File: config.mk
export PLATFORM = sky130hd
export DESIGN_NAME = shifter_seq_ctrl
export DESIGN_NICKNAME = d
export VERILOG_FILES = /design/src/rtl/shifter_seq_ctrl.sv
export SDC_FILE = /design/constraint.sdc
export NUM_CORES = 1
export LEC_CHECK = 0
export BUFFER_PORTS_ARGS = -buffer_cell sky130_fd_sc_hd__buf_4
export CAP_MARGIN = 20
export CELL_PAD_IN_SITES_DETAIL_PLACEMENT = 0
export CELL_PAD_IN_SITES_GLOBAL_PLACEMENT = 1
export CORE_ASPECT_RATIO = 2
export CORE_MARGIN = 3
export CORE_UTILIZATION = 29
export DETAILED_ROUTE_END_ITERATION = 7
export PLACE_DENSITY = 0.8
export SLEW_MARGIN = 10
export SYNTH_ARGS = -nofsm -noshare
export SYNTH_HDL_FRONTEND = slang
export SYNTH_SLANG_ARGS = --single-unit
File: constraint.sdc
create_clock -name clk -period 2 [get_ports clk]
set_clock_uncertainty 0.1 [all_clocks]
set_input_delay 0.4 -clock clk [delete_from_list [all_inputs] [get_ports clk]]
set_output_delay 0.4 -clock clk [all_outputs]
set_load 0.05 [all_outputs]
File: src/rtl/shifter_seq_ctrl.sv
// Multi-pass controller that time-shares one 16-bit/4-bit right shifter between two requesters,
// extending the shift range to 0..63 with round-robin arbitration and valid/ready handshakes.
module shifter_seq_ctrl #(
    parameter int OPERAND_WIDTH = 16,
    parameter int SHAMT_WIDTH   = 4,
    parameter int AMT_WIDTH     = 6
) (
    input  logic                     clk,
    input  logic                     rst,
    input  logic                     req0_valid,
    output logic                     req0_ready,
    input  logic [OPERAND_WIDTH-1:0] req0_in,
    input  logic [AMT_WIDTH-1:0]     req0_amt,
    input  logic                     req0_oper,
    input  logic                     req1_valid,
    output logic                     req1_ready,
    input  logic [OPERAND_WIDTH-1:0] req1_in,
    input  logic [AMT_WIDTH-1:0]     req1_amt,
    input  logic                     req1_oper,
    output logic                     resp_valid,
    input  logic                     resp_ready,
    output logic [OPERAND_WIDTH-1:0] resp_out,
    output logic                     resp_id,
    output logic                     busy,
    output logic [OPERAND_WIDTH-1:0] sh_in,
    output logic [SHAMT_WIDTH-1:0]   sh_shamt,
    output logic                     sh_oper,
    input  logic [OPERAND_WIDTH-1:0] sh_out
);

    typedef enum logic [1:0] {
        IDLE  = 2'd0,
        SHIFT = 2'd1,
        DONE  = 2'd2
    } state_t;

    localparam logic [AMT_WIDTH-1:0] MAX_CHUNK = AMT_WIDTH'((1 << SHAMT_WIDTH) - 1);

    state_t                   state_r;
    logic [OPERAND_WIDTH-1:0] acc_r;
    logic [AMT_WIDTH-1:0]     rem_r;
    logic                     oper_r;
    logic                     id_r;
    logic                     rr_ptr_r;

    logic                     grant_valid_s;
    logic                     grant_id_s;
    logic [OPERAND_WIDTH-1:0] sel_in_s;
    logic [AMT_WIDTH-1:0]     sel_amt_s;
    logic                     sel_oper_s;
    logic [AMT_WIDTH-1:0]     chunk_s;

    // Arbitration: a lone requester wins; on a tie rr_ptr picks the winner.
    always_comb begin
        grant_valid_s = 1'b0;
        grant_id_s    = 1'b0;
        if (req0_valid && req1_valid) begin
            grant_valid_s = 1'b1;
            grant_id_s    = rr_ptr_r;
        end else if (req0_valid) begin
            grant_valid_s = 1'b1;
            grant_id_s    = 1'b0;
        end else if (req1_valid) begin
            grant_valid_s = 1'b1;
            grant_id_s    = 1'b1;
        end else begin
            grant_valid_s = 1'b0;
            grant_id_s    = 1'b0;
        end
    end

    // Request fields of the granted port.
    always_comb begin
        sel_in_s   = req0_in;
        sel_amt_s  = req0_amt;
        sel_oper_s = req0_oper;
        if (grant_id_s) begin
            sel_in_s   = req1_in;
            sel_amt_s  = req1_amt;
            sel_oper_s = req1_oper;
        end else begin
            sel_in_s   = req0_in;
            sel_amt_s  = req0_amt;
            sel_oper_s = req0_oper;
        end
    end

    // Per-pass amount: the largest chunk the shifter can do, capped by what remains.
    always_comb begin
        chunk_s = rem_r;
        if (rem_r > MAX_CHUNK) begin
            chunk_s = MAX_CHUNK;
        end else begin
            chunk_s = rem_r;
        end
    end

    // Sequencer: accept, iterate passes through the shifter, then hold the result.
    always_ff @(posedge clk or posedge rst) begin
        if (rst) begin
            state_r  <= IDLE;
            acc_r    <= {OPERAND_WIDTH{1'b0}};
            rem_r    <= {AMT_WIDTH{1'b0}};
            oper_r   <= 1'b0;
            id_r     <= 1'b0;
            rr_ptr_r <= 1'b0;
        end else begin
            case (state_r)
                IDLE: begin
                    if (grant_valid_s) begin
                        acc_r    <= sel_in_s;
                        rem_r    <= sel_amt_s;
                        oper_r   <= sel_oper_s;
                        id_r     <= grant_id_s;
                        rr_ptr_r <= ~grant_id_s;
                        state_r  <= (sel_amt_s != {AMT_WIDTH{1'b0}}) ? SHIFT : DONE;
                    end
                end
                SHIFT: begin
                    acc_r <= sh_out;
                    rem_r <= rem_r - chunk_s;
                    if (rem_r == chunk_s) begin
                        state_r <= DONE;
                    end
                end
                DONE: begin
                    if (resp_ready) begin
                        state_r <= IDLE;
                    end
                end
                default: begin
                    state_r <= IDLE;
                end
            endcase
        end
    end

    // Ready is gated by rst so every output reads 0 while reset is held.
    assign req0_ready = !rst && (state_r == IDLE) && grant_valid_s && (grant_id_s == 1'b0);
    assign req1_ready = !rst && (state_r == IDLE) && grant_valid_s && (grant_id_s == 1'b1);

    assign resp_valid = (state_r == DONE);
    assign resp_out   = (state_r == DONE) ? acc_r : {OPERAND_WIDTH{1'b0}};
    assign resp_id    = (state_r == DONE) ? id_r : 1'b0;
    assign busy       = (state_r != IDLE);

    // Outside SHIFT the shifter sees amount 0 and passes acc through.
    assign sh_in    = acc_r;
    assign sh_oper  = oper_r;
    assign sh_shamt = (state_r == SHIFT) ? chunk_s[SHAMT_WIDTH-1:0] : {SHAMT_WIDTH{1'b0}};

endmodule

==> flow_metrics.tcl, run 1 <==
set metrics [dict create \
    die_w_um 59.8 \
    wl_met1_um 2010 \
    syn_inst 179 \
    synth_top_family_by_area "compound AO/OA/AOI/OAI gates" \
    port_buffers 108 \
    rr_startpoint "rem_r[4]" \
    post_cts_buffers 0 \
    cts_tree "built" \
    ys_types 33 \
    cts_hold_buf 0 \
    final_nets 361 \
    fp-row-count 38 \
    io_pins 109 \
    r2r_slack_ns 0.27 \
    design_area_um2 2690 \
    start_util_pct 30.4 \
    synthMuxAreaShare_pct 14.6 \
    syn_to_final_growth_pct 60.7 \
    arrival_ns 1.43 \
    power_density_nw_per_um2 1690 \
    dieArea_um2 6790 \
    hold_path.class "input pin to async pin" \
    wl_per_cell_um 16.4 \
    synth_xor_area_share_pct 0 \
    r2r_cells 6 \
    cp-end-kind "primary output" \
    setup.worst_path.start_class "flop" \
    finalNonFillerCells 351 \
    routed_via_density 5.12 \
    tightest_slew_ns 0.339 \
    routabilityCongestion 0.752 \
    cp_top_family "flip-flops" \
    ctsHtreeMaxLevel 1 \
    crit_fanout 18 \
    hold_viol 0 \
    yosys_warnings 0 \
    ys_seq_area_share_pct 40.3 \
    slowest_stage "dfrtp_1" \
    finalSetupTns_ns 0 \
    crit_type "flop to primary output" \
    post_synth.cell_area_avg_um2 9.37 \
    p_leak_nw 1.35 \
    first_global_vias 1783 \
    drtPass1Iterations 4 \
    finalMaxSlewViolations 0 \
    max_slew_margin_pct 77.3 \
    dpl.hpwl_um 4640 \
    grt_usage_pct 17.0 \
    grt_pass1_wl_um 8810 \
    synth_compound_area_share_pct 21.2 \
    synthAdderAreaFrac_pct 1.49 \
    drv_cap 0 \
    final_util_pct 48.8 \
    netlist_area_um2 1680 \
    antenna_found_initial 0 \
    ys_ff_latch 27 \
    grt_start_max_net_pins 28 \
    cp_num_buf_inv 2 \
    vdd_drop_max_mv 0.837 \
    routed.top_layer "met4" \
    timing.fmax_mhz 517 \
    path_cells "nor2b_2 -> buf_6 -> and2_2 -> buf_4" \
    core_region_area_um2 5520 \
    numCtsBuffers 3 \
    cp_slowest_stage_delay_ns 0.43 \
    cts_resized 2 \
    cts.sinks 27 \
    remaining_drc_errors 0 \
    synth_edf_count 0 \
    placed_area_um2 2630 \
    synthSimpleGateAreaFrac_pct 17.8 \
    setup_violations 0 \
    clkSlewWorstSetupHoldPaths_ns 0.09 \
    overflow 0 \
    min_period_over_period_pct 96.7 \
    rsz0062_at_grt "true" \
    wl_um 5770 \
    detail-route-antenna-nets 0 \
    cts_root_buffer "clkbuf_8" \
    synthFlopType "dfrtp_1" \
    met3_length_um 332 \
    placedCellCount 347 \
    num_antenna_cells 0 \
    synthArstFlopShare_pct 100 \
    synth_fp_nets 248 \
    vias 1798 \
    die_h_um 114 \
    crit_required_ns 1.50 \
    drive_gt1_share_pct 50.2 \
    clk_latency_ns 0.27 \
    finalCriticalPeriod_ns 1.93 \
    clock_path_buffers 2 \
    drt_iter0_markers 72 \
    outcome "finished, final reports clean" \
    r2r-end "rem_r[4]" \
    wl_met2_um 3380 \
]
tightest hold or removal path, cell delays in order:
cell   delay, ns
buf_4       0.13
inv_1       0.07
buf_4       0.20
cells in the final DEF, fill, tap and decap left out, types with 2 or more instances in the layout:
cell type / n
o221a_2: 2
dfrtp_1: 26
inv_1: 3
a21oi_1: 2
ha_1: 2
mux2i_1: 21
buf_6: 2
nand2_1: 7
and2_2: 9
a22oi_1: 17
nor2b_1: 2
or4_1: 3
clkbuf_8: 3
and2_1: 8
mux2_2: 2
nand2b_1: 2
nor2_1: 7
buf_4: 118
nor3_1: 9
o21ai_0: 26
or2_2: 2
area by class of cell:
| class | count | area [µm²] |
|---|---|---|
| timing repair buffer | 120 | 908 |
| tap | 60 | 75.1 |
| inverter | 3 | 11.3 |
| fill | 546 | 2820 |
| sequential | 27 | 677 |
| clock inverter | 1 | 5.00 |
| clock buffer | 3 | 41.3 |
| multi-input combinational | 137 | 976 |
power by group:
group	switching [mW]	internal (mW)
Sequential	0.250	0.832
Combinational	2.07	1.10
Clock	0.167	0.139
worst max-delay path by stage:
| stage | start | to | slack, ns | cells after the start |
|---|---|---|---|---|
| 6_report | state_r[1] | resp_out[11] | 0.07 | 4 |
| 2_1_floorplan | state_r[0] | req0_ready | -0.02 | 4 |
| 4_1_cts | state_r[0] | resp_out[10] | 0.0004 | 4 |
| 3_3_place_gp | req0_valid | rem_r[4] | 0.22 | 6 |
| 3_5_place_dp | req0_valid | state_r[1] | 0.21 | 6 |
| 5_1_grt | state_r[0] | req1_ready | -0.02 | 4 |
registers in the layout (all words and copies together) (netlist names):
register  flops
id_r          1
rem_r         6
rr_ptr_r      1
sh_in        16
sh_oper       1
state_r       2
synth_stat cells, types with 2 or more instances:
cell,n,area (µm²)
dfrtp_1,27,676
o21ai_0,27,135
mux2i_1,21,210
a22oi_1,17,128
and2_1,17,106
nor3_1,10,50.1
nor2_1,8,30.0
nand2_1,7,26.3
clkbuf_1,6,22.5
buf_2,3,15.0
inv_1,3,11.3
nor2b_1,3,18.8
or4_1,3,22.5
a21oi_1,2,10.0
buf_6,2,22.5
ha_1,2,25.0
mux2_2,2,22.5
nand2b_1,2,12.5
o221a_2,2,22.5
or2_2,2,12.5
per-layer routing:
metal / track usage, % / up-vias
li1: - / 876
met1: 19.0 / 865
met2: 31.7 / 55
met3: 2.15 / 2
met4: 5.18 / 0
met5: 0 / -
kinds of logic (layout without fill, tap and decap cells):
kind of cell    Yosys count  in the layout
compound gates           56             56
simple gates             55             55
fa+ha+maj                 2              2
mux                      24             24
buf+inv                  15            127
flops                    27             27
metrics by stage:
step	total power [mW]	hold WS (ns)	worst slack (ns)
global route	4.87	0.0832	-0.0249
CTS	4.62	0.0682	0.000388
global placement	4.25	0.364	0.225
detailed placement	4.29	0.371	0.211
floorplan	3.24	0.342	-0.0244
finish	4.55	0.0712	0.0653
Power figures use the tool's default switching activity.
==> run 2: changes to the inputs <==
--- a/config.mk
+++ b/config.mk
@@ -5,6 +5,7 @@
 export SDC_FILE = /design/constraint.sdc
 export NUM_CORES = 1
 export LEC_CHECK = 0
+export ABC_AREA = 1
 export BUFFER_PORTS_ARGS = -buffer_cell sky130_fd_sc_hd__buf_4
 export CAP_MARGIN = 20
 export CELL_PAD_IN_SITES_DETAIL_PLACEMENT = 0
@@ -13,7 +14,7 @@
 export CORE_MARGIN = 3
 export CORE_UTILIZATION = 29
 export DETAILED_ROUTE_END_ITERATION = 7
-export PLACE_DENSITY = 0.8
+export PLACE_DENSITY = 0.81
 export SLEW_MARGIN = 10
 export SYNTH_ARGS = -nofsm -noshare
 export SYNTH_HDL_FRONTEND = slang
==> run 2 against run 1 <==
Critical path type unchanged. First-iteration DRC count down 24%. Worst setup slack better by 0.014 ns. Clock power up 52%. Area after synthesis up 12%.
==> flow_metrics.tcl, run 2 <==
set metrics [dict create \
    slowest_stage "dfrtp_2" \
    p_clk_share_pct 8.9 \
    setup_violations 0 \
    routabilityCongestion 0.778 \
    cts_root_buffer "clkbuf_16" \
    clock_path_buffers 2 \
    finalMaxSlewViolations 0 \
    placed_area_um2 2820 \
    first_global_vias 2269 \
    syn_to_final_growth_pct 55.0 \
    tightest_slew_ns 0.376 \
    grt_usage_pct 18.2 \
    ctsHtreeMaxLevel 1 \
    power_density_nw_per_um2 1790 \
    yosys_warnings 0 \
    grt_pass1_wl_um 10800 \
    synth_fp_nets 339 \
    netlist_area_um2 1880 \
    cp_slowest_stage_delay_ns 0.45 \
    yosysMostFrequentCell "nand2_1" \
    port_buffers 108 \
    io_pins 109 \
    grt_start_max_net_pins 39 \
    overflow 0 \
    fp-row-count 40 \
    path_cells "inv_1 -> nor2_4 -> inv_2 -> a21oi_1 -> buf_4" \
    drv_cap 0 \
    start_util_pct 30.5 \
    die_w_um 62.9 \
    synth_edf_count 0 \
    ys_types 30 \
    arrival_ns 1.42 \
    seqPwrFrac_pct 19.5 \
    mostFrequentLayoutCells "buf_4, nand2_1, inv_1" \
    sw_frac_of_total_pct 57.0 \
    detail-route-antenna-nets 0 \
    post_synth.cell_area_avg_um2 6.97 \
    r2r-end "sh_in[6]" \
    timing.fmax_mhz 521 \
    post_cts_buffers 0 \
    rsz0062_at_grt "false" \
    intPower_mw 2.25 \
    num_antenna_cells 0 \
    p_comb_share_pct 71.6 \
    largest_reg_flops 16 \
    outcome "finished, final reports clean" \
    wl_um 6600 \
    routed_via_density 4.70 \
    synth_commonest_cells "nand2_1, nor2_1, inv_1" \
    numCtsBuffers 3 \
    hold_path.class "input pin to async pin" \
    synth_top_cell_area_share_pct 35.9 \
    dieArea_um2 7550 \
    syn_inst 270 \
    r2r_cells 7 \
    cp-end-kind "primary output" \
    vdd_drop_max_mv 0.674 \
    rr_startpoint "state_r[0]" \
    remaining_drc_errors 0 \
    drtPass1Iterations 2 \
    synth_top_area_cell "dfrtp_1" \
    wl_per_cell_um 14.4 \
    ys_seq_area_share_pct 35.9 \
    min_period_over_period_pct 96.0 \
    crit_required_ns 1.50 \
    die_h_um 120 \
    p_leak_nw 1.53 \
    nFillCells 676 \
    cts_tree "built" \
    design_area_um2 2920 \
    power_switching_mw 2.98 \
    clk_latency_ns 0.26 \
    synth_area_leaders "dfrtp_1, nand2_1, nand3_1" \
    clkSlewWorstSetupHoldPaths_ns 0.07 \
    core_region_area_um2 6160 \
    drt_iter0_markers 55 \
    drive_gt1_share_pct 42.8 \
    finalCriticalPeriod_ns 1.92 \
    max_slew_margin_pct 74.9 \
    crit_type "flop to primary output" \
    dpl.hpwl_um 5300 \
    r2r_slack_ns 0.29 \
    final_nets 446 \
    vias 2162 \
    cts.sinks 27 \
    layout_commonest_cell "buf_4" \
    synthFlopType "dfrtp_1" \
    hold_viol 0 \
    crit_fanout 6 \
    final_util_pct 47.4 \
    setup.worst_path.start_class "flop" \
    synthArstFlopShare_pct 100 \
    antenna_found_initial 0 \
    ys_ff_latch 27 \
]
## run 2: power by group through the flow
stage | registers [mW] | clock network [mW] | logic (mW)
floorplan | 1.61 | 0 | 2.11
global placement | 1.01 | 0 | 3.73
detailed placement | 1.02 | 0 | 3.76
CTS | 1.01 | 0.483 | 3.78
global route | 1.06 | 0.507 | 4.05
finish | 1.02 | 0.466 | 3.74
## run 2: worst max path at each step
stage                          start           to  slack (ns)
final                     state_r[0]  sh_shamt[0]        0.08
after global routing      state_r[1]   req1_ready       0.002
after CTS                 state_r[0]   req0_ready       0.006
after detailed placement  state_r[1]      resp_id        0.22
after global placement    state_r[0]   req0_ready        0.22
after floorplan           state_r[0]  sh_shamt[0]       -0.12
## run 2: layout make-up
cell class | count | area (µm²) | share of cell area (%)
Clock inverter | 1 | 5.00 | 0.172
Inverter | 36 | 140 | 4.81
Timing Repair Buffer | 115 | 880 | 30.2
Tap cell | 84 | 105 | 3.61
Clock buffer | 3 | 75.1 | 2.58
Multi-Input combinational cell | 194 | 1030 | 35.4
Sequential cell | 27 | 678 | 23.3
## run 2: per-stage QoR
stage / std cells / setup TNS [ns] / total power [mW] / hold slack [ns] / setup slack (ns)
floorplan: 270 / -1.65 / 3.72 / 0.353 / -0.120
global placement: 456 / 0 / 4.74 / 0.376 / 0.223
detailed placement: 456 / 0 / 4.77 / 0.391 / 0.216
CTS: 460 / 0 / 5.27 / 0.152 / 0.00550
global route: 460 / 0 / 5.62 / 0.179 / 0.00182
finish: 460 / 0 / 5.22 / 0.140 / 0.0791
## run 2: logic make-up after synthesis
logic type                 synth area share [%]
and+or+nand+nor                            34.2
xor gates and xnor gates                  0.466
DFF                                        35.9
buffers and inverters                      13.1
adders and majority gates                  1.33
AOI/OAI and AO/OA                          15.0
## run 2: critical path: cells and delay by family, from the launching register on
kind | cells | cell delay [ns]
AOI/OAI and AO/OA | 1 | 0.13
buffers and inverters | 3 | 0.42
DFF | 1 | 0.45
and+or+nand+nor | 1 | 0.15
## run 2: repair_timing
action                     CTS  global route
hold buffers                 0             0
gates resized for setup      4             3
setup endpoints to repair   19             2
pin swaps                    0             3
## run 2: routing by layer
metal / vias up / share of wire [%] / track usage, %
met3: 6 / 4.0 / 2.15
met1: 1007 / 32 / 17.1
met4: 0 / 1.6 / 5.39
met2: 64 / 62 / 38.4
li1: 1085 / - / -
met5: - / 0 / 0
==> run 3: changes to the inputs <==
--- a/config.mk
+++ b/config.mk
@@ -10,7 +10,6 @@
 export CAP_MARGIN = 20
 export CELL_PAD_IN_SITES_DETAIL_PLACEMENT = 0
 export CELL_PAD_IN_SITES_GLOBAL_PLACEMENT = 1
-export CORE_ASPECT_RATIO = 2
 export CORE_MARGIN = 3
 export CORE_UTILIZATION = 29
 export DETAILED_ROUTE_END_ITERATION = 7
==> run 3 against run 2 <==
Non-clock buffer count grew 6. Hold slack lost 0.035 ns. Highest routed layer unchanged. Critical endpoint is now req0_ready. Sequential power is essentially flat.
==> flow_metrics.tcl, run 3 (synthesis results as in run 2) <==
set metrics [dict create \
    clk_latency_ns 0.28 \
    cts_tree "built" \
    fp-row-count 28 \
    intPower_mw 2.26 \
    clock_path_buffers 2 \
    die_w_um 86.5 \
    r2r_cells 10 \
    hold-worst-slack_ns 0.106 \
    outcome "finished, final reports clean" \
    core_region_area_um2 6100 \
    grt_start_max_net_pins 39 \
    antenna_found_initial 0 \
    final_nets 452 \
    overflow 0 \
    finalMaxSlewViolations 0 \
    first_global_vias 2053 \
    max_slew_margin_pct 76.7 \
    ctsHtreeMaxLevel 1 \
    tightest_slew_ns 0.350 \
    sw_frac_of_total_pct 56.8 \
    drtPass1Iterations 4 \
    cts.sinks 27 \
    finalCriticalPeriod_ns 1.98 \
    drv_cap 0 \
    start_util_pct 30.8 \
    layout_commonest_cell "buf_4" \
    grt_usage_pct 16.4 \
    power_density_nw_per_um2 1750 \
    cp-end-kind "primary output" \
    power_switching_mw 2.97 \
    drt_iter0_markers 75 \
    clkSlewWorstSetupHoldPaths_ns 0.10 \
    num_antenna_cells 0 \
    grt_pass1_wl_um 9700 \
    hold_path.class "input pin to async pin" \
    min_period_over_period_pct 99.1 \
    setup_slack_ns 0.0181 \
    setup_violations 0 \
    syn_to_final_growth_pct 58.7 \
    pre_cts_ws_ns 0.194 \
    port_buffers 108 \
    crit_required_ns 1.50 \
    remaining_drc_errors 0 \
    cts_root_buffer "clkbuf_8" \
    vdd_drop_max_mv 0.845 \
    detail-route-antenna-nets 0 \
    die_h_um 86.5 \
    hold_viol 0 \
    dpl.hpwl_um 4620 \
    routed_via_density 4.71 \
    drive_gt1_share_pct 43.7 \
    crit_type "flop to primary output" \
    largest_reg_flops 16 \
    final_util_pct 49.0 \
    p_comb_share_pct 74.3 \
    arrival_ns 1.48 \
    routabilityCongestion 0.854 \
    wl_per_cell_um 13.4 \
    vias 2152 \
    io_pins 109 \
    power.total_mw 5.23 \
    numCtsBuffers 3 \
    p_clk_share_pct 6.3 \
    crit_fanout 6 \
    wl_um 6110 \
    mostFrequentLayoutCells "buf_4, nand2_1, inv_1" \
    seqPwrFrac_pct 19.3 \
    rsz0062_at_grt "true" \
    p_leak_nw 1.55 \
    setup.worst_path.start_class "flop" \
    timing.fmax_mhz 505 \
    dieArea_um2 7490 \
]
==> run 3: metrics by stage <==
stage	instances	TNS, ns	instance area, µm²
after floorplan	270	-1.65	1940
after global placement	447	0	2810
after detailed placement	447	0	2810
after CTS	451	-0.0450	2870
after global routing	457	-0.211	2990
final	457	0	2990
==> run 3: area by class of cell <==
type                            count  area (µm²)
Clock inverter                      1        7.51
Inverter                           36         143
Clock buffer                        3        41.3
Timing Repair Buffer              121         992
Fill cell                         642        3110
Multi-Input combinational cell    194        1030
Sequential cell                    27         678
Tap cell                           75        93.8
==> run 3: worst paths after layout <==
check                      startpoint         end  slack (ns)
max in group asynchronous         rst  state_r[0]        1.42
max                        state_r[1]  req0_ready        0.02
min reg2reg                   sh_oper     sh_oper        0.41
min in group clk            sh_out[4]    sh_in[4]        0.27
max reg2reg                  rr_ptr_r  state_r[0]        0.42
min                               rst   sh_in[15]        0.11
==> run 3: critical path, cell delays in order, from the launching register on <==
cell,delay (ns)
dfrtp_2,0.46
nor2_4,0.12
inv_2,0.06
nor2_4,0.15
inv_2,0.08
nor3_4,0.14
buf_6,0.18
==> run 3: power by group through the flow <==
stage                     clock (mW)  sequential [mW]  combinational, mW
after floorplan                    0             1.61               2.11
after global placement             0             1.01               3.70
after detailed placement           0             1.01               3.72
after CTS                      0.338             1.02               3.74
after global routing           0.360             1.05               4.22
final                          0.331             1.01               3.89
==> run 3: routing by layer <==
| metal | vias up | wire length (µm) | GRT usage, % |
|---|---|---|---|
| met5 | - | 0 | 0 |
| met4 | 0 | 56 | 3.82 |
| met3 | 4 | 507 | 2.95 |
| met2 | 88 | 3010 | 29.9 |
| met1 | 966 | 2540 | 19.8 |
| li1 | 1094 | - | - |
==> run 3: repair_timing <==
| item | in CTS | in global routing |
|---|---|---|
| setup endpoints to repair | 19 | 6 |
| setup buffers | 0 | 6 |
| cloned | 0 | 0 |
| pin swaps | 0 | 4 |
| hold buffers | 0 | 0 |
| resized for setup | 6 | 20 |
| endpoints found under the hold margin | 0 | 0 |
